$ cat config.mk
export PLATFORM = sky130hd
export DESIGN_NAME = down_timer
export DESIGN_NICKNAME = d
export VERILOG_FILES = /design/src/rtl/down_timer.sv
export SDC_FILE = /design/constraint.sdc
export NUM_CORES = 1
export LEC_CHECK = 0
export BUFFER_PORTS_ARGS = -buffer_cell sky130_fd_sc_hd__buf_4
export CAP_MARGIN = 20
export CELL_PAD_IN_SITES_DETAIL_PLACEMENT = 0
export CELL_PAD_IN_SITES_GLOBAL_PLACEMENT = 2
export CORE_MARGIN = 2
export CORE_UTILIZATION = 29
export DETAILED_ROUTE_END_ITERATION = 10
export PLACE_DENSITY = 0.78
export SYNTH_ARGS = -nofsm -noshare
export SYNTH_HDL_FRONTEND = slang
export SYNTH_SLANG_ARGS = --single-unit
$ cat constraint.sdc
create_clock -name clk -period 2.83 [get_ports clk]
set_input_delay 0 -clock clk [delete_from_list [all_inputs] [get_ports clk]]
set_output_delay 0 -clock clk [all_outputs]
set_load 0.1 [all_outputs]
$ cat src/rtl/down_timer.sv
// -----------------------------------------------------------------------------
// down_timer
//   Loadable down-counter/timer with a prescaler and an IDLE/ARMED/RUN/HOLD
//   control FSM. The count output feeds the zero-detect comparator directly.
//   done pulses for one cycle when the count reaches 0 under timer control.
//
// Optional feature: define DOWN_TIMER_RELOAD_EN to reload the count from the
//   last accepted load value at terminal count and keep running (periodic
//   mode). A reload value of 0 still returns to IDLE.
//
// Parameters
//   WIDTH    count/load width (comparator expects 16)
//   PRE_DIV  clk cycles per decrement tick, 1..65535
//
// Ports
//   clk         in   clock, all state on rising edge
//   rst         in   asynchronous active-high reset
//   load_valid  in   load request
//   load_ready  out  1 in IDLE/ARMED (combinational from state)
//   load_val    in   value captured on load_valid && load_ready
//   start       in   level, honoured only in ARMED
//   pause       in   level, freezes count and prescaler while running
//   abort       in   level, forces IDLE from any state
//   count       out  registered current count
//   busy        out  registered, 1 in RUN or HOLD
//   done        out  registered one-cycle terminal-count pulse
// -----------------------------------------------------------------------------
module down_timer #(
    parameter int WIDTH   = 16,
    parameter int PRE_DIV = 1
) (
    input  logic             clk,
    input  logic             rst,
    input  logic             load_valid,
    output logic             load_ready,
    input  logic [WIDTH-1:0] load_val,
    input  logic             start,
    input  logic             pause,
    input  logic             abort,
    output logic [WIDTH-1:0] count,
    output logic             busy,
    output logic             done
);

    typedef enum logic [1:0] {
        IDLE  = 2'b00,
        ARMED = 2'b01,
        RUN   = 2'b10,
        HOLD  = 2'b11
    } state_t;

    state_t      state;
    logic [15:0] pre;
    logic        tick;
    logic        load_acc;
    logic        wrap;
    logic [WIDTH-1:0] reload_val;

    assign load_ready = (state == IDLE) || (state == ARMED);
    assign load_acc   = load_valid && load_ready;

    // With PRE_DIV=1 every running cycle is a tick; the prescaler then
    // stays at 0 and is optimised away.
    generate
        if (PRE_DIV == 1) begin : g_nodiv
            assign tick = 1'b1;
        end else begin : g_div
            assign tick = (pre == 16'(PRE_DIV - 1));
        end
    endgenerate

`ifdef DOWN_TIMER_RELOAD_EN
    // Reload register survives abort; only reset clears it.
    logic [WIDTH-1:0] reload;
    always_ff @(posedge clk or posedge rst) begin
        if (rst)
            reload <= '0;
        else if (load_acc)
            reload <= load_val;
    end
    assign reload_val = reload;
    assign wrap       = (reload != '0);
`else
    assign reload_val = '0;
    assign wrap       = 1'b0;
`endif

    always_ff @(posedge clk or posedge rst) begin
        if (rst) begin
            state <= IDLE;
            count <= '0;
            pre   <= '0;
            busy  <= 1'b0;
            done  <= 1'b0;
        end else begin
            done <= 1'b0;
            if (abort) begin
                // Abort wins over everything, including a due terminal count.
                state <= IDLE;
                count <= '0;
                pre   <= '0;
                busy  <= 1'b0;
            end else begin
                case (state)
                    IDLE: begin
                        if (load_acc) begin
                            count <= load_val;
                            state <= ARMED;
                        end
                    end
                    ARMED: begin
                        if (load_acc)
                            count <= load_val;
                        if (start) begin
                            state <= RUN;
                            pre   <= '0;
                            busy  <= 1'b1;
                        end
                    end
                    RUN, HOLD: begin
                        // HOLD only freezes while pause is high; the edge that
                        // sees pause released does normal RUN work, so the
                        // added latency equals the number of paused edges.
                        if (pause) begin
                            state <= HOLD;
                        end else begin
                            state <= RUN;
                            if (count == '0) begin
                                // Zero load: finish at once, never wrap.
                                done  <= 1'b1;
                                busy  <= 1'b0;
                                pre   <= '0;
                                state <= IDLE;
                            end else if (tick) begin
                                pre <= '0;
                                if (count == WIDTH'(1)) begin
                                    done <= 1'b1;
                                    if (wrap) begin
                                        count <= reload_val;
                                    end else begin
                                        count <= '0;
                                        busy  <= 1'b0;
                                        state <= IDLE;
                                    end
                                end else begin
                                    count <= count - WIDTH'(1);
                                end
                            end else begin
                                pre <= pre + 16'd1;
                            end
                        end
                    end
                    default: state <= IDLE;
                endcase
            end
        end
    end

endmodule

==> results.sh, run 1 <==
export IMPL_grt_max_degree=21
export IMPL_p_switching_uw=440
export IMPL_synth_edf_count=0
export IMPL_required_ns=2.98
export IMPL_synth_ff_latch_count=20
export IMPL_vias_per_cell=5.41
export IMPL_crit_buf_inv=0
export IMPL_hold_path_startpoint="pause"
export IMPL_busiest_layer="met2"
export IMPL_syn_area_per_cell_um2=8.79
export IMPL_endpoint_kind="flop"
export IMPL_synth_yosys_seq_area_share_pct=39.5
export IMPL_use_met1_pct=23.5
export IMPL_p_int_uw=548
export IMPL_hold_class="in -> reg"
export IMPL_die_area_um2=4910
export IMPL_crit_type="reg -> reg"
export IMPL_gp_congestion=0.789
export IMPL_drt_pass1_iter_count=4
export IMPL_grt_pass1_vias=1370
export IMPL_crit_chain="or4_1, or4_1, o311a_1, a221o_1, a21o_1"
export IMPL_final_hold_violation_count=0
export IMPL_core_um2=4260
export IMPL_final_seq_area_um2=507
export IMPL_multi_input_comb_area_um2=711
export IMPL_synth_top_cell_area_share_pct=39.5
export IMPL_clock_sinks=20
export IMPL_seqPwrFrac_pct=35.5
export IMPL_comb_power_share_pct=44.5
export IMPL_outcome="complete, no violations"
export IMPL_cp_slowest_cell="or4_1"
export IMPL_netlist_top_cells_count="dfrtp_1, nand2_1, nor2_1, a21oi_1"
export IMPL_skew_ns=0.00127
export IMPL_setup_viol=0
export IMPL_layout_nets=223
export IMPL_ant_nets=0
export IMPL_arrival_ns=2.57
export IMPL_fin_ws_ns=0.417
export IMPL_synth_area_um2=1270
export IMPL_die_w_um=70.1
export IMPL_timing_fmax_ghz=0.414
export IMPL_gr_usage_met2_pct=28.5
export IMPL_p_sw_share_pct=44.5
export IMPL_fin_util_pct=41.8
export IMPL_nFillCells=461
export IMPL_ir_drop_mv=0.210
export IMPL_antenna_found_initial=0
export IMPL_vias=1346
export IMPL_start_util_pct=29.7
export IMPL_detailed_place_hpwl_um=3010
export IMPL_synth_area_leaders="dfrtp_1, nand2_1, o31ai_1"
export IMPL_wl_per_cell_um=16.3
export IMPL_slew_headroom_pct=46.0
export IMPL_diodes=0
export IMPL_whs_ns=0.00271
export IMPL_clk_latency_ns=0.26
export IMPL_finalCriticalPeriod_ns=2.41
export IMPL_start_kind="flop"
export IMPL_powerDensity_nw_per_um2=555
export IMPL_cp_common_cell="or4_1"
export IMPL_timing_final_crit_share_pct=85.3
export IMPL_startpoint="count[3]$_DFFE_PP0P_"
export IMPL_cts_buffers=3
export IMPL_worst_pin_slew_ns=0.807
export IMPL_drt_initial_drc_count=73
export IMPL_syn_nets=169
export IMPL_fin_setup_tns_ns=0
export IMPL_remaining_drc_errors=0
export IMPL_synthFlopType="dfrtp_1"
export IMPL_wirelength_um=4070
export IMPL_yosysMostFrequentCell="dfrtp_1"
export IMPL_die_y_um=70.1
export IMPL_post_place_ws_ns=0.444
export IMPL_yosysWarningCount=0
export IMPL_cts_tree="yes"
export IMPL_root_buffer="clkbuf_8"
export IMPL_reg2reg_from="count[3]$_DFFE_PP0P_"
export IMPL_globalRouteTotalUtil_pct=17.1
export IMPL_pin_count=41
export IMPL_drive_gt1_share_pct=28.9
export IMPL_use_met3_pct=2.74
export IMPL_slew_viol_final=0
export IMPL_rsz0062_at_grt="false"
export IMPL_port_buffers=40
export IMPL_synth_distinct_cells=37
export IMPL_max_stage_delay_ns=0.67
export IMPL_layoutNonFillerInstCount=249
export IMPL_yosysTopAreaCell="dfrtp_1"
export IMPL_grt_pass1_wl_um=6820
export IMPL_crit_family="simple AND/OR/NAND/NOR gates"
export IMPL_area_growth_pct=40.6
export IMPL_synthArstFlopShare_pct=100
export IMPL_r2r_slack_ns=0.42
export IMPL_clockBufferDepth=2
export IMPL_clkTransAtPathRegs_ns=0.08
export IMPL_share_clk_of_total_power_pct=20.1
export IMPL_synthCells=144
export IMPL_postCtsSetupBuffers=0
export IMPL_leakage_nw=0.827
export IMPL_cap_violations=0
export IMPL_critPathMaxFanout=7
export IMPL_ctsHtreeMaxLevel=1
export IMPL_placedCellCount=238
export IMPL_num_rows=24
export IMPL_grt_overflow_total=0
## through the flow
stage	power [mW]	cell area, um2
final	0.988	1780
after global routing	1.05	1780
after CTS	0.997	1780
after detailed placement	0.787	1670
after global placement	0.785	1670
after floorplan	0.661	1270
## timing repair
action                    4_1_cts  5_1_grt
hold endpoints to repair       26        0
hold buffers                    7        0
resized for setup               0        0
## flip-flops by register name, summed over array words and instances, names as in the netlist
signal  flops
count      16
state       2
busy        1
done        1
## tightest hold or removal path, stage by stage
cell     delay (ns)
buf_4          0.08
a21oi_1        0.05
nor2_1         0.08
## cells in the final DEF, fill, tap and decap left out, types with 3 or more instances in the layout
cell type       n
dfrtp_1        15
o21ai_0         4
nor2_1         12
a21oi_1         8
ha_1            3
inv_1           5
dlygate4sd3_1   7
buf_4          48
a21o_1          4
nor4_1          7
a2bb2oi_1       5
nand4_1         4
or4_1           3
nor3_1          5
nand2b_1        4
o2bb2ai_1       4
dfrtp_2         5
a221o_1         3
o21ai_1         4
nand2_1        14
clkbuf_8        3
and3_1          3
o31ai_1         7
## worst paths after layout
path                                              end  cells after the start
worst min register to register  count[13]$_DFFE_PP0P_                      1
max in group asynchronous        count[2]$_DFFE_PP0P_                      3
worst min-delay path             state[0]$_DFFE_PP0P_                      3
min in group asynchronous        count[0]$_DFFE_PP0P_                      3
worst max register to register  count[15]$_DFFE_PP0P_                      5
worst max-delay path            count[15]$_DFFE_PP0P_                      5
## power by group through the flow
stage	clock network [mW]	logic [mW]	registers, mW
6_report	0.198	0.439	0.350
5_1_grt	0.222	0.471	0.357
4_1_cts	0.206	0.442	0.350
3_5_place_dp	0	0.432	0.356
3_3_place_gp	0	0.433	0.353
2_1_floorplan	0	0.165	0.497
## cells by family (layout without fill, tap and decap cells)
group | count (synthesis) | after routing | share of synthesized area [%]
compound gates | 51 | 51 | 29.2
fa+ha+maj | 3 | 3 | 2.96
buf+inv | 12 | 65 | 4.35
flops | 20 | 20 | 39.5
simple gates | 58 | 58 | 24.0
## routing by layer
layer / routed length (um) / vias up / part of all wire (%)
li1: - / 671 / -
met2: 2020 / 33 / 49
met4: 19 / 0 / 0.47
met5: 0 / - / 0
met3: 170 / 2 / 4.2
met1: 1870 / 640 / 46
## layout make-up
cell class / instances / share of cell area (%)
sequential: 20 / 28.5
timing repair buffer: 55 / 24.2
tap: 52 / 3.65
clock buffer: 4 / 2.53
multi-input combinational: 112 / 39.9
inverter: 6 / 1.26
Power figures use the tool's default switching activity.
==> run 2: changes to the inputs <==
--- a/config.mk
+++ b/config.mk
@@ -10,9 +10,11 @@
 export CELL_PAD_IN_SITES_DETAIL_PLACEMENT = 0
 export CELL_PAD_IN_SITES_GLOBAL_PLACEMENT = 2
 export CORE_MARGIN = 2
-export CORE_UTILIZATION = 29
+export CORE_UTILIZATION = 30
+export CTS_BUF_LIST = sky130_fd_sc_hd__clkbuf_4
 export DETAILED_ROUTE_END_ITERATION = 10
-export PLACE_DENSITY = 0.78
+export GPL_ROUTABILITY_DRIVEN = 1
+export PLACE_DENSITY = 0.8
 export SYNTH_ARGS = -nofsm -noshare
 export SYNTH_HDL_FRONTEND = slang
 export SYNTH_SLANG_ARGS = --single-unit
==> run 2 against run 1 <==
Sequential power barely moved. Combinational power rose by 4%. Sequential share of layout area fell by 1.4 points. Wire length rose by 2.2%. Largest cell class unchanged.
==> results.sh, run 2 (synthesis results as in run 1) <==
export IMPL_port_buffers=40
export IMPL_fin_ws_ns=0.420
export IMPL_clkTransAtPathRegs_ns=0.13
export IMPL_gp_congestion=0.818
export IMPL_finalCriticalPeriod_ns=2.41
export IMPL_final_hold_violation_count=0
export IMPL_cap_violations=0
export IMPL_die_w_um=69.0
export IMPL_grt_pass1_vias=1402
export IMPL_fin_setup_tns_ns=0
export IMPL_slew_viol_final=0
export IMPL_worst_pin_slew_ns=0.812
export IMPL_skew_ns=0.00368
export IMPL_wl_per_cell_um=16.1
export IMPL_cp_common_cell="or4_1"
export IMPL_largest_reg_flops=16
export IMPL_layout_nets=234
export IMPL_r2r_slack_ns=0.42
export IMPL_pin_count=41
export IMPL_critPathMaxFanout=7
export IMPL_r2r_end="count[15]$_DFFE_PP0P_"
export IMPL_powerDensity_nw_per_um2=510
export IMPL_start_kind="flop"
export IMPL_arrival_ns=2.62
export IMPL_r2r_cells=5
export IMPL_post_place_ws_ns=0.463
export IMPL_num_rows=23
export IMPL_ctsHtreeMaxLevel=1
export IMPL_leakage_nw=0.866
export IMPL_endpoint_kind="flop"
export IMPL_nFillCells=417
export IMPL_cts_tree="yes"
export IMPL_ir_drop_mv=0.214
export IMPL_vias=1429
export IMPL_die_y_um=69.0
export IMPL_crit_chain="or4_1, or4_1, o311a_1, a221o_1, a21o_1"
export IMPL_antenna_found_initial=0
export IMPL_ant_nets=0
export IMPL_slew_headroom_pct=45.8
export IMPL_max_stage_delay_ns=0.66
export IMPL_drive_gt1_share_pct=27.4
export IMPL_globalRouteTotalUtil_pct=19.9
export IMPL_post_cts_resized=0
export IMPL_cts_buffers=3
export IMPL_outcome="complete, no violations"
export IMPL_mostFrequentLayoutCell="buf_4"
export IMPL_final_seq_area_um2=507
export IMPL_multi_input_comb_area_um2=711
export IMPL_largest_register="count"
export IMPL_min_to="busy$_DFFE_PP0P_"
export IMPL_placedCellCount=236
export IMPL_required_ns=3.04
export IMPL_cp_slowest_cell="or4_1"
export IMPL_drt_initial_drc_count=70
export IMPL_diodes=0
export IMPL_layout_common_cells="buf_4, dlygate4sd3_1, dfrtp_1"
export IMPL_placed_cell_area_um2=1660
export IMPL_stdcell_area_um2=1870
export IMPL_grt_overflow_total=0
export IMPL_grt_pass1_wl_um=6960
export IMPL_clockBufferDepth=2
export IMPL_fin_util_pct=46.4
export IMPL_timing_fmax_ghz=0.415
export IMPL_grt_max_degree=21
export IMPL_root_buffer="clkbuf_4"
export IMPL_rsz0062_at_grt="false"
export IMPL_hold_class="in -> reg"
export IMPL_core_um2=4030
export IMPL_detailed_place_hpwl_um=2960
export IMPL_start_util_pct=31.4
export IMPL_setup_viol=0
export IMPL_area_growth_pct=47.6
export IMPL_crit_type="reg -> reg"
export IMPL_reg_largest_list="count: 16 flops, state: 2 flops"
export IMPL_drt_pass1_iter_count=4
export IMPL_whs_ns=0.0147
export IMPL_clk_latency_ns=0.31
export IMPL_remaining_drc_errors=0
export IMPL_layoutNonFillerInstCount=258
export IMPL_min_path_cells=3
export IMPL_wirelength_um=4160
export IMPL_clock_sinks=20
export IMPL_die_area_um2=4760
export IMPL_total_power_uw=953
export IMPL_reg2reg_from="count[3]$_DFFE_PP0P_"
export IMPL_hold_path_startpoint="start"
export IMPL_vias_per_cell=5.54
export IMPL_timing_final_crit_share_pct=85.2
[run 2: worst max-delay path: cells and delay by family, from the launching register on]
family | cells | cell delay [ns]
flops | 1 | 0.47
simple gates | 2 | 1.13
compound gates | 3 | 0.71
[run 2: worst max path at each step]
stage	startpoint	end	slack (ns)	cells after the start
after floorplan	count[6]$_DFFE_PP0P_	count[15]$_DFFE_PP0P_	0.03	6
after global placement	count[3]$_DFFE_PP0P_	count[15]$_DFFE_PP0P_	0.48	5
after detailed placement	count[3]$_DFFE_PP0P_	count[15]$_DFFE_PP0P_	0.46	5
after CTS	count[3]$_DFFE_PP0P_	count[15]$_DFFE_PP0P_	0.44	5
after global routing	count[3]$_DFFE_PP0P_	count[15]$_DFFE_PP0P_	0.30	5
final	count[3]$_DFFE_PP0P_	count[15]$_DFFE_PP0P_	0.42	5
[run 2: timing repair]
item | 4_1_cts | 5_1_grt
endpoints found under the hold margin | 39 | 0
hold buffers | 18 | 0
setup buffers | 0 | 0
[run 2: power breakdown]
group | internal, mW | total [mW] | leakage, nW | switching [mW]
combinational | 0.149 | 0.455 | 0.591 | 0.305
clock | 0.0515 | 0.149 | 0.0154 | 0.0979
sequential | 0.310 | 0.349 | 0.260 | 0.0389
total | 0.511 | 0.953 | 0.866 | 0.442
[run 2: per-layer routing]
metal  wire length [um]  global-route usage, %  vias up
li1                   -                      -      694
met1               1850                   25.4      696
met2               2120                   34.7       37
met3                173                   3.25        2
met4                 19                   5.39        0
met5                  0                      0        -
[run 2: cell type report]
type	instances	area share (%)
clock inverter	1	0.201
clock buffer	3	1.20
multi-input combinational	112	38.0
inverter	6	1.20
sequential	20	27.1
timing repair buffer	66	28.9
tap	50	3.35
